`config.mk`:
```
export PLATFORM = sky130hd
export DESIGN_NAME = mac_tx_framer
export DESIGN_NICKNAME = d
export VERILOG_FILES = /design/src/rtl/mac_pkg.sv /design/src/rtl/mac_crc32.sv /design/src/rtl/mac_tx_framer.sv
export SDC_FILE = /design/constraint.sdc
export NUM_CORES = 1
export LEC_CHECK = 0
export BUFFER_PORTS_ARGS = -buffer_cell sky130_fd_sc_hd__buf_2
export CORE_MARGIN = 2
export CORE_UTILIZATION = 56
export DETAILED_ROUTE_END_ITERATION = 10
export MAX_ROUTING_LAYER = met4
export PLACE_DENSITY_LB_ADDON = 0.08
export SLEW_MARGIN = 20
export SYNTH_ARGS = -nofsm -noshare
export SYNTH_HDL_FRONTEND = slang
export SYNTH_SLANG_ARGS = --single-unit
```
`constraint.sdc`:
```
create_clock -name clk -period 4.5 [get_ports clk]
set_clock_uncertainty 0.1 [all_clocks]
set_input_delay 0.675 -clock clk [delete_from_list [all_inputs] [get_ports clk]]
set_output_delay 0.675 -clock clk [all_outputs]
set_load 0.01 [all_outputs]
```
`src/rtl/mac_pkg.sv`:
```
// Shared types and constants for the MAC transmit framer.
// MAC_TX_FCS_EN adds the FCS state to the state enum.
package mac_pkg;

   typedef enum logic [3:0] {
      StIdle    = 4'd0,
      StPre     = 4'd1,
      StSfd     = 4'd2,
      StDst     = 4'd3,
      StSrc     = 4'd4,
      StType    = 4'd5,
      StPayload = 4'd6,
      StPad     = 4'd7,
`ifdef MAC_TX_FCS_EN
      StFcs     = 4'd8,
`endif
      StIfg     = 4'd9
   } tx_state_e;

   localparam logic [7:0]  PREAMBLE_BYTE = 8'h55;
   localparam logic [7:0]  SFD_BYTE      = 8'hD5;
   localparam int unsigned MIN_PAYLOAD   = 46;
   localparam logic [31:0] CRC_POLY      = 32'h04C11DB7;
   localparam logic [31:0] CRC_INIT      = 32'hFFFFFFFF;

   // Bit-reverse a 32-bit word (used to derive the reflected polynomial).
   function automatic logic [31:0] reflect32(input logic [31:0] v);
      logic [31:0] r;
      for (int i = 0; i < 32; i++) begin
         r[i] = v[31-i];
      end
      return r;
   endfunction

   // Byte idx of a 48-bit address, counting from the most significant byte.
   function automatic logic [7:0] msb_byte48(input logic [47:0] v, input logic [2:0] idx);
      logic [7:0] b;
      case (idx)
         3'd0:    b = v[47:40];
         3'd1:    b = v[39:32];
         3'd2:    b = v[31:24];
         3'd3:    b = v[23:16];
         3'd4:    b = v[15:8];
         default: b = v[7:0];
      endcase
      return b;
   endfunction

endpackage

```
`src/rtl/mac_crc32.sv`:
```
// Byte-wide Ethernet CRC-32 (reflected, init all-ones, output complemented).
// Only instantiated when MAC_TX_FCS_EN is defined.
module mac_crc32
   import mac_pkg::*;
(
   input  logic        clk,
   input  logic        rst,
   input  logic        clr,
   input  logic        en,
   input  logic [7:0]  data,
   output logic [31:0] crc
);

   localparam logic [31:0] POLY_REFL = reflect32(CRC_POLY);

   logic [31:0] crc_q;
   logic [31:0] crc_d;

   // Fold one byte into the running remainder, LSB first.
   always_comb begin
      crc_d = crc_q;
      if (en) begin
         for (int i = 0; i < 8; i++) begin
            if (crc_d[0] ^ data[i]) begin
               crc_d = (crc_d >> 1) ^ POLY_REFL;
            end else begin
               crc_d = crc_d >> 1;
            end
         end
      end
   end

   // Remainder register; clear restarts a new frame.
   always_ff @(posedge clk) begin
      if (rst || clr) begin
         crc_q <= CRC_INIT;
      end else begin
         crc_q <= crc_d;
      end
   end

   assign crc = ~crc_q;

endmodule

```
`src/rtl/mac_tx_framer.sv`:
```
// Ethernet MAC transmit framer: preamble, SFD, addresses, EtherType, payload,
// zero pad to the minimum payload, optional FCS, then an inter-frame gap.
// Define MAC_TX_FCS_EN to append the CRC-32 FCS.
module mac_tx_framer
   import mac_pkg::*;
#(
   parameter int unsigned PHY_W       = 4,
   parameter int unsigned MAX_PAYLOAD = 1500,
   parameter int unsigned IFG_BYTES   = 12,
   parameter logic [47:0] SRC_MAC     = 48'h000A35000001
) (
   input  logic             clk,
   input  logic             rst,
   input  logic             start,
   input  logic [10:0]      len_i,
   input  logic [47:0]      mac_i,
   input  logic [15:0]      type_i,
   input  logic [7:0]       stream_i,
   input  logic             stb,
   output logic             ack,
   output logic             busy,
   output logic             err,
   output logic             ETH_TX_EN,
   output logic [PHY_W-1:0] ETH_TXD
);

   // Last phase index of a byte time: nibble 1 on MII, always 0 on GMII.
   localparam logic PH_LAST = (PHY_W == 8) ? 1'b0 : 1'b1;

`ifdef MAC_TX_FCS_EN
   localparam tx_state_e StAfterData = StFcs;
`else
   localparam tx_state_e StAfterData = StIfg;
`endif

   tx_state_e   state_q, state_d;
   logic        phase_q, phase_d;
   logic [15:0] cnt_q, cnt_d;
   logic [10:0] len_q;
   logic [47:0] mac_q;
   logic [15:0] type_q;
   logic [7:0]  byte_q;
   logic        err_q, err_d;
   logic        latch;
   logic        len_ok;
   logic        byte_end;
   logic        last_byte;
   logic        pad_needed;
   logic [15:0] pad_len;
   logic [15:0] limit;
   logic [7:0]  cur_byte;
   logic        tx_en;
   logic [PHY_W-1:0] txd_w;

   assign len_ok     = (len_i != 11'd0) && ({21'd0, len_i} <= MAX_PAYLOAD);
   assign pad_needed = (len_q < 11'(MIN_PAYLOAD));
   assign pad_len    = 16'(MIN_PAYLOAD) - {5'd0, len_q};
   assign byte_end   = (phase_q == PH_LAST);
   assign last_byte  = byte_end && (cnt_q == limit - 16'd1);

   // A payload byte is consumed at the first cycle of each payload byte time.
   assign ack  = (state_q == StPayload) && !phase_q && stb && !rst;
   assign busy = (state_q != StIdle);
   assign err  = err_q;

`ifdef MAC_TX_FCS_EN
   logic [31:0] crc_val;
   logic        crc_en;

   // CRC sees each DST..PAD byte once, on its first cycle; an underrun slot is skipped.
   assign crc_en = !phase_q && (state_q inside {StDst, StSrc, StType, StPayload, StPad}) &&
                   !((state_q == StPayload) && !stb);

   mac_crc32 u_crc32 (
      .clk  (clk),
      .rst  (rst),
      .clr  (state_q == StIdle),
      .en   (crc_en),
      .data (cur_byte),
      .crc  (crc_val)
   );
`endif

   // Number of byte times spent in the current state.
   always_comb begin
      limit = 16'd1;
      case (state_q)
         StPre:     limit = 16'd7;
         StSfd:     limit = 16'd1;
         StDst:     limit = 16'd6;
         StSrc:     limit = 16'd6;
         StType:    limit = 16'd2;
         StPayload: limit = {5'd0, len_q};
         StPad:     limit = pad_len;
`ifdef MAC_TX_FCS_EN
         StFcs:     limit = 16'd4;
`endif
         StIfg:     limit = 16'(IFG_BYTES);
         default:   limit = 16'd1;
      endcase
   end

   // Next-state, byte counter and nibble phase.
   always_comb begin
      state_d = state_q;
      phase_d = phase_q;
      cnt_d   = cnt_q;
      err_d   = 1'b0;
      latch   = 1'b0;
      if (state_q != StIdle) begin
         phase_d = byte_end ? 1'b0 : ~phase_q;
         if (byte_end) begin
            cnt_d = cnt_q + 16'd1;
         end
      end
      case (state_q)
         StIdle: begin
            if (start) begin
               if (len_ok) begin
                  state_d = StPre;
                  latch   = 1'b1;
               end else begin
                  err_d = 1'b1;
               end
            end
         end
         StPre:  if (last_byte) state_d = StSfd;
         StSfd:  if (last_byte) state_d = StDst;
         StDst:  if (last_byte) state_d = StSrc;
         StSrc:  if (last_byte) state_d = StType;
         StType: if (last_byte) state_d = StPayload;
         StPayload: begin
            if (!phase_q && !stb) begin
               // Underrun: abandon the frame but still honour the gap.
               state_d = StIfg;
               err_d   = 1'b1;
            end else if (last_byte) begin
               state_d = pad_needed ? StPad : StAfterData;
            end
         end
         StPad:  if (last_byte) state_d = StAfterData;
`ifdef MAC_TX_FCS_EN
         StFcs:  if (last_byte) state_d = StIfg;
`endif
         StIfg:  if (last_byte) state_d = StIdle;
         default: state_d = StIdle;
      endcase
      if (state_d != state_q) begin
         cnt_d   = 16'd0;
         phase_d = 1'b0;
      end
   end

   // Byte currently on the wire and transmit enable.
   always_comb begin
      cur_byte = 8'h00;
      tx_en    = 1'b1;
      case (state_q)
         StPre:     cur_byte = PREAMBLE_BYTE;
         StSfd:     cur_byte = SFD_BYTE;
         StDst:     cur_byte = msb_byte48(mac_q, cnt_q[2:0]);
         StSrc:     cur_byte = msb_byte48(SRC_MAC, cnt_q[2:0]);
         StType:    cur_byte = cnt_q[0] ? type_q[7:0] : type_q[15:8];
         // First cycle passes the input straight through; later cycles use the capture.
         StPayload: cur_byte = phase_q ? byte_q : (stb ? stream_i : 8'h00);
         StPad:     cur_byte = 8'h00;
`ifdef MAC_TX_FCS_EN
         StFcs: begin
            case (cnt_q[1:0])
               2'd0:    cur_byte = crc_val[7:0];
               2'd1:    cur_byte = crc_val[15:8];
               2'd2:    cur_byte = crc_val[23:16];
               default: cur_byte = crc_val[31:24];
            endcase
         end
`endif
         default:   tx_en = 1'b0;
      endcase
   end

   if (PHY_W == 8) begin : g_gmii
      assign txd_w = cur_byte;
   end else begin : g_mii
      assign txd_w = phase_q ? cur_byte[7:4] : cur_byte[3:0];
   end

   assign ETH_TX_EN = tx_en;
   assign ETH_TXD   = tx_en ? txd_w : '0;

   // State, counters, request latches and error pulse.
   always_ff @(posedge clk) begin
      if (rst) begin
         state_q <= StIdle;
         phase_q <= 1'b0;
         cnt_q   <= 16'd0;
         len_q   <= 11'd0;
         mac_q   <= 48'd0;
         type_q  <= 16'd0;
         byte_q  <= 8'd0;
         err_q   <= 1'b0;
      end else begin
         state_q <= state_d;
         phase_q <= phase_d;
         cnt_q   <= cnt_d;
         err_q   <= err_d;
         if (latch) begin
            len_q  <= len_i;
            mac_q  <= mac_i;
            type_q <= type_i;
         end
         if (ack) begin
            byte_q <= stream_i;
         end
      end
   end

endmodule

```
==> results.md <==
Setup path:
- The delay of the slowest critical-path stage is ~0.80 ns.
- The slowest cell on the critical path is sky130_fd_sc_hd__dfxtp_1.
- The critical path required time is between 3 and 4 ns.
- The buffering stage count on the worst path with inverters included is 4.
- The arrival time of the worst setup path is 3.33 ns.
- The gate family responsible for the most delay along the worst path is simple AND/OR/NAND/NOR gates.
- The most frequent cell on the critical path is sky130_fd_sc_hd__buf_4.
- Along the worst path, the maximum fanout reaches 19.
- The type of the worst setup path is flop to output pin.
- The type of element capturing the critical path is an output pin.
- Walking the worst path, the cells encountered are buf_4, nor4bb_1, buf_4, and3b_1, buf_4, nand2_1, o211ai_1, a21oi_1, nor4_1, buf_2.
- The kind of start point of the critical path is a flop.

Clocking:
- The root buffer cell chosen for the clock tree is sky130_fd_sc_hd__clkbuf_8.
- The clock buffer count from CTS is 9.
- The total setup buffers inserted after CTS is 0.
- The clock latency reported for the late side of the worst-skew pair is around 0.4 ns.
- The clock net in this run drives a total of about 100 sinks.
- TritonCTS built the clock tree.
- No sink is reached through more buffers than the 2 on the longest clock path.
- The count of H-tree levels built during CTS is 3.
- The number of buffers inserted for hold repair after clock tree synthesis is 0.
- Clock-pin slew was measured on the worst setup and hold paths at 0.11 ns.

Final layout:
- Compared with the post-synthesis result, the final layout area differs by 11.8%.
- The library cell used most frequently in the layout, excluding fill and tap cells, is sky130_fd_sc_hd__nand2_1.
- 0 antenna diodes ended up in the layout.
- The final net count is just over 900.
- The library cells used most frequently in the layout, excluding fill and tap cells, are sky130_fd_sc_hd__nand2_1 (190), sky130_fd_sc_hd__dfxtp_1 (100), sky130_fd_sc_hd__a21oi_1 (97), sky130_fd_sc_hd__buf_2 (94), sky130_fd_sc_hd__nor2_1 (41).
- The fraction of final layout cells with drive strength greater than 1 is a little under a fifth.

Synth:
- The post-synthesis cell type count is slightly below 80.
- The fraction of the yosys area taken by sequential cells is approximately 34%.
- The netlist area before placement is between 5000 and 6000 um2.
- The synthesis warning total is 0.
- The number of synthesized flops with an enable pin is 0.
- The register bit count reported by yosys is 101.
- The post-synthesis instance total is between 700 and 800.
- The commonest register cell after synthesis is sky130_fd_sc_hd__dfxtp_1.
- The share of flip-flops with an asynchronous set or reset is 0%.
- Averaged over all synthesized cells, the footprint is between 7 and 8 um2.
- When the netlist entered floorplanning its net count stood at 868.

Global routing:
- The total congestion overflow is 0.
- Global routing consumed, on the met3 layer, 6.07% of the routing resources.
- The global-route wire length before repair is roughly 25000 um.
- The initial antenna violation count came to 0.
- Entering global routing, the biggest net connects slightly below 80 pins.
- In the global route stage, met2 resource usage came out at approximately half.
- The layer flagged by global routing as most heavily used is met2.
- The via count of the first global-routing pass is between 5k and 6k.
- The global-route met1 utilization is 34.5%.
- The overall global routing resource usage is 28.9%.

Power:
- The part of the total power dissipated in sequential elements is about 40%.
- The worst IR drop on VDD is 0.000345 V.
- The proportion of power drawn by combinational gates is 38.6%.
- The switching share of power is between 40% and 50%.
- Of the total power, the clock network draws a little over a fifth.
- The total design power is 2940 uW.
- The cell internal power dissipation is around 1700 uW.
- Summed over all cells, the static leakage comes to around 0.0024 uW.
- The power density over cell area is around 450 nW/um2.
- The power dissipated by switching net loads is around 1200 uW.

STA:
- The number of hold violations in the final report is 0.
- The measured slew at the worst slew-check pin is between 0.7 and 0.8 ns.
- The worst path in the final design needs a cycle of approximately 4.1 ns, including I/O delays and setup.
- The total negative slack for setup checks is 0 ns.
- Setup repair after global routing left no endpoint under its margin.
- The final-report max-slew violation count is 0.
- The worst slew margin relative to its limit is 47.5%.
- The final cycle utilization of the critical path is around nine tenths.
- The peak clock frequency supported by timing is 0.244 GHz.
- The number of setup violations in the final report is 0.

Min path:
- The worst min-delay path category is flop to flop.

Floorplan:
- The vertical die dimension is around 110 um.
- The number of core rows is 37.
- Pin placement for this block handled 95 I/O pins.
- The core box area is between 10000 and 15000 um2.
- The effective utilization at floorplan is between 50 and 60%.
- The die covers between 10000 and 15000 um2.
- The die width is between 100 and 150 um.

Status:
- The run finished with clean final reports.

Place:
- The count of buffers inserted at the top-level ports is 94.
- The final RePlAce weighted congestion is between 0.9 and 1.
- The estimated wirelength of the detail-placed design is about 11000 um.

Drt:
- After detailed routing, the number of remaining DRC violations is 0.
- The routed wire length per instance is ~16 um.
- The detailed router's first-iteration violation count is 359.
- Detailed routing inserted a total of between 5k and 6k vias.
- The detailed-route wire length is roughly 16000 um.
- Before antenna repair, the detailed router went through 5 iterations.
- In the routed layout, each cell is associated on average with a via count of 5.82.
- The count of nets left with antenna violations once routing finished came out at 0.

Run:
- The max capacitance violation total is 0.
state kept, by name, summed over array words and instances, names as in the netlist:
signal	flops
mac_q	48
len_q	11
type_q	16
byte_q	4
cnt_q	16
state_q	4
err	1
byte_end	1
routing by layer:
| layer | share of wire [%] | up-vias |
|---|---|---|
| li1 | - | 2823 |
| met1 | 43 | 2661 |
| met2 | 50 | 164 |
| met3 | 5.4 | 13 |
| met4 | 1.2 | 0 |
| met5 | 0 | - |
synthesized netlist by cell type, drive strengths merged (2+ instances only):
cell	count	share of area [%]
nand2	191	12
dfxtp	101	34
a21oi	98	8.4
nor2	42	2.7
clkbuf	39	2.5
o21ai	34	2.9
nor3	28	3.5
nand3	23	2.2
xnor2	20	3.0
buf	19	2.1
xor2	16	2.5
mux2i	15	2.6
o211ai	15	2.0
inv	14	0.90
a22oi	10	1.6
a222oi	8	1.4
and3	8	0.85
ha	8	1.7
nor2b	7	0.75
a31oi	6	0.64
nor4	6	0.75
a2111oi	5	1.1
nor3b	4	0.51
o31ai	4	0.83
nand3b	3	0.38
nand4	3	0.32
o2111ai	3	0.45
or2	3	0.32
a211oi	2	0.26
a21boi	2	0.26
and2	2	0.21
and3b	2	0.30
and4	2	0.30
nor4b	2	0.41
o22ai	2	0.21
o31a	2	0.30
or3	2	0.21
path summary, 6_finish.rpt:
| check | from | to | slack (ns) | cells after the start |
|---|---|---|---|---|
| min reg2reg | mac_q[7] | mac_q[7] | 0.36 | 2 |
| max | state_q[1] | ETH_TXD[3] | 0.40 | 10 |
| max reg2reg | state_q[1] | byte_end | 0.50 | 14 |
| min | mac_q[7] | mac_q[7] | 0.36 | 2 |
worst reg2reg max path: stages (launching register included):
cell	delay (ns)
sky130_fd_sc_hd__dfxtp_1	0.80
sky130_fd_sc_hd__buf_4	0.28
sky130_fd_sc_hd__nand2b_1	0.07
sky130_fd_sc_hd__a21oi_1	0.18
sky130_fd_sc_hd__or3_1	0.14
sky130_fd_sc_hd__ha_1	0.17
sky130_fd_sc_hd__nand3_1	0.12
sky130_fd_sc_hd__nor3_2	0.33
sky130_fd_sc_hd__and3_1	0.30
sky130_fd_sc_hd__a21oi_1	0.10
sky130_fd_sc_hd__mux2i_1	0.16
sky130_fd_sc_hd__nor3_2	0.25
sky130_fd_sc_hd__nand3_4	0.16
sky130_fd_sc_hd__a22oi_4	0.57
sky130_fd_sc_hd__nor4b_1	0.13
stage by stage:
stage | setup slack (ns) | std cells | cell area (um2) | util, % | hold WS, ns
after floorplan | 1.08 | 773 | 5860 | - | 0.333
after global placement | 0.540 | 956 | 6330 | 61.8 | 0.339
after detailed placement | 0.555 | 956 | 6330 | 61.8 | 0.346
after CTS | 0.114 | 972 | 6550 | 64.0 | 0.361
after global routing | 0.203 | 972 | 6560 | 64.1 | 0.376
final | 0.396 | 972 | 6560 | 64.1 | 0.362
power groups by stage:
stage                     logic [uW]  clock network, uW  registers [uW]
after floorplan                  932                  0            1080
after global placement          1120                  0            1180
after detailed placement        1130                  0            1190
after CTS                       1130                649            1160
after global routing            1250                680            1190
final                           1140                637            1170
area by class of cell:
cell class                 count  area (um2)
clock buffer                   9         124
clock inverter                 7         100
fill                         933        3680
inverter                      14        52.6
multi-input combinational    600        3530
sequential                   101        2020
tap                          136         170
timing repair buffer         105         553
logic make-up (layout without fill, tap and decap cells):
logic type               count (synthesis)  after routing  share of synthesized area [%]
AND/OR/NAND/NOR                        333            333                           26.8
AO/OA/AOI/OAI                          208            208                           23.5
adder cells (fa/ha/maj)                  8              8                           1.71
flip-flops                             101            101                           34.5
buffers and inverters                   72            135                           5.46
multiplexers                            15             15                           2.56
XOR/XNOR                                36             36                           5.51
what timing repair did:
item                                    in CTS  in global routing
hold endpoints to repair                     0                  0
gates resized for setup                      0                  2
endpoints found under the setup margin       0                  3
Power figures use the tool's default switching activity.
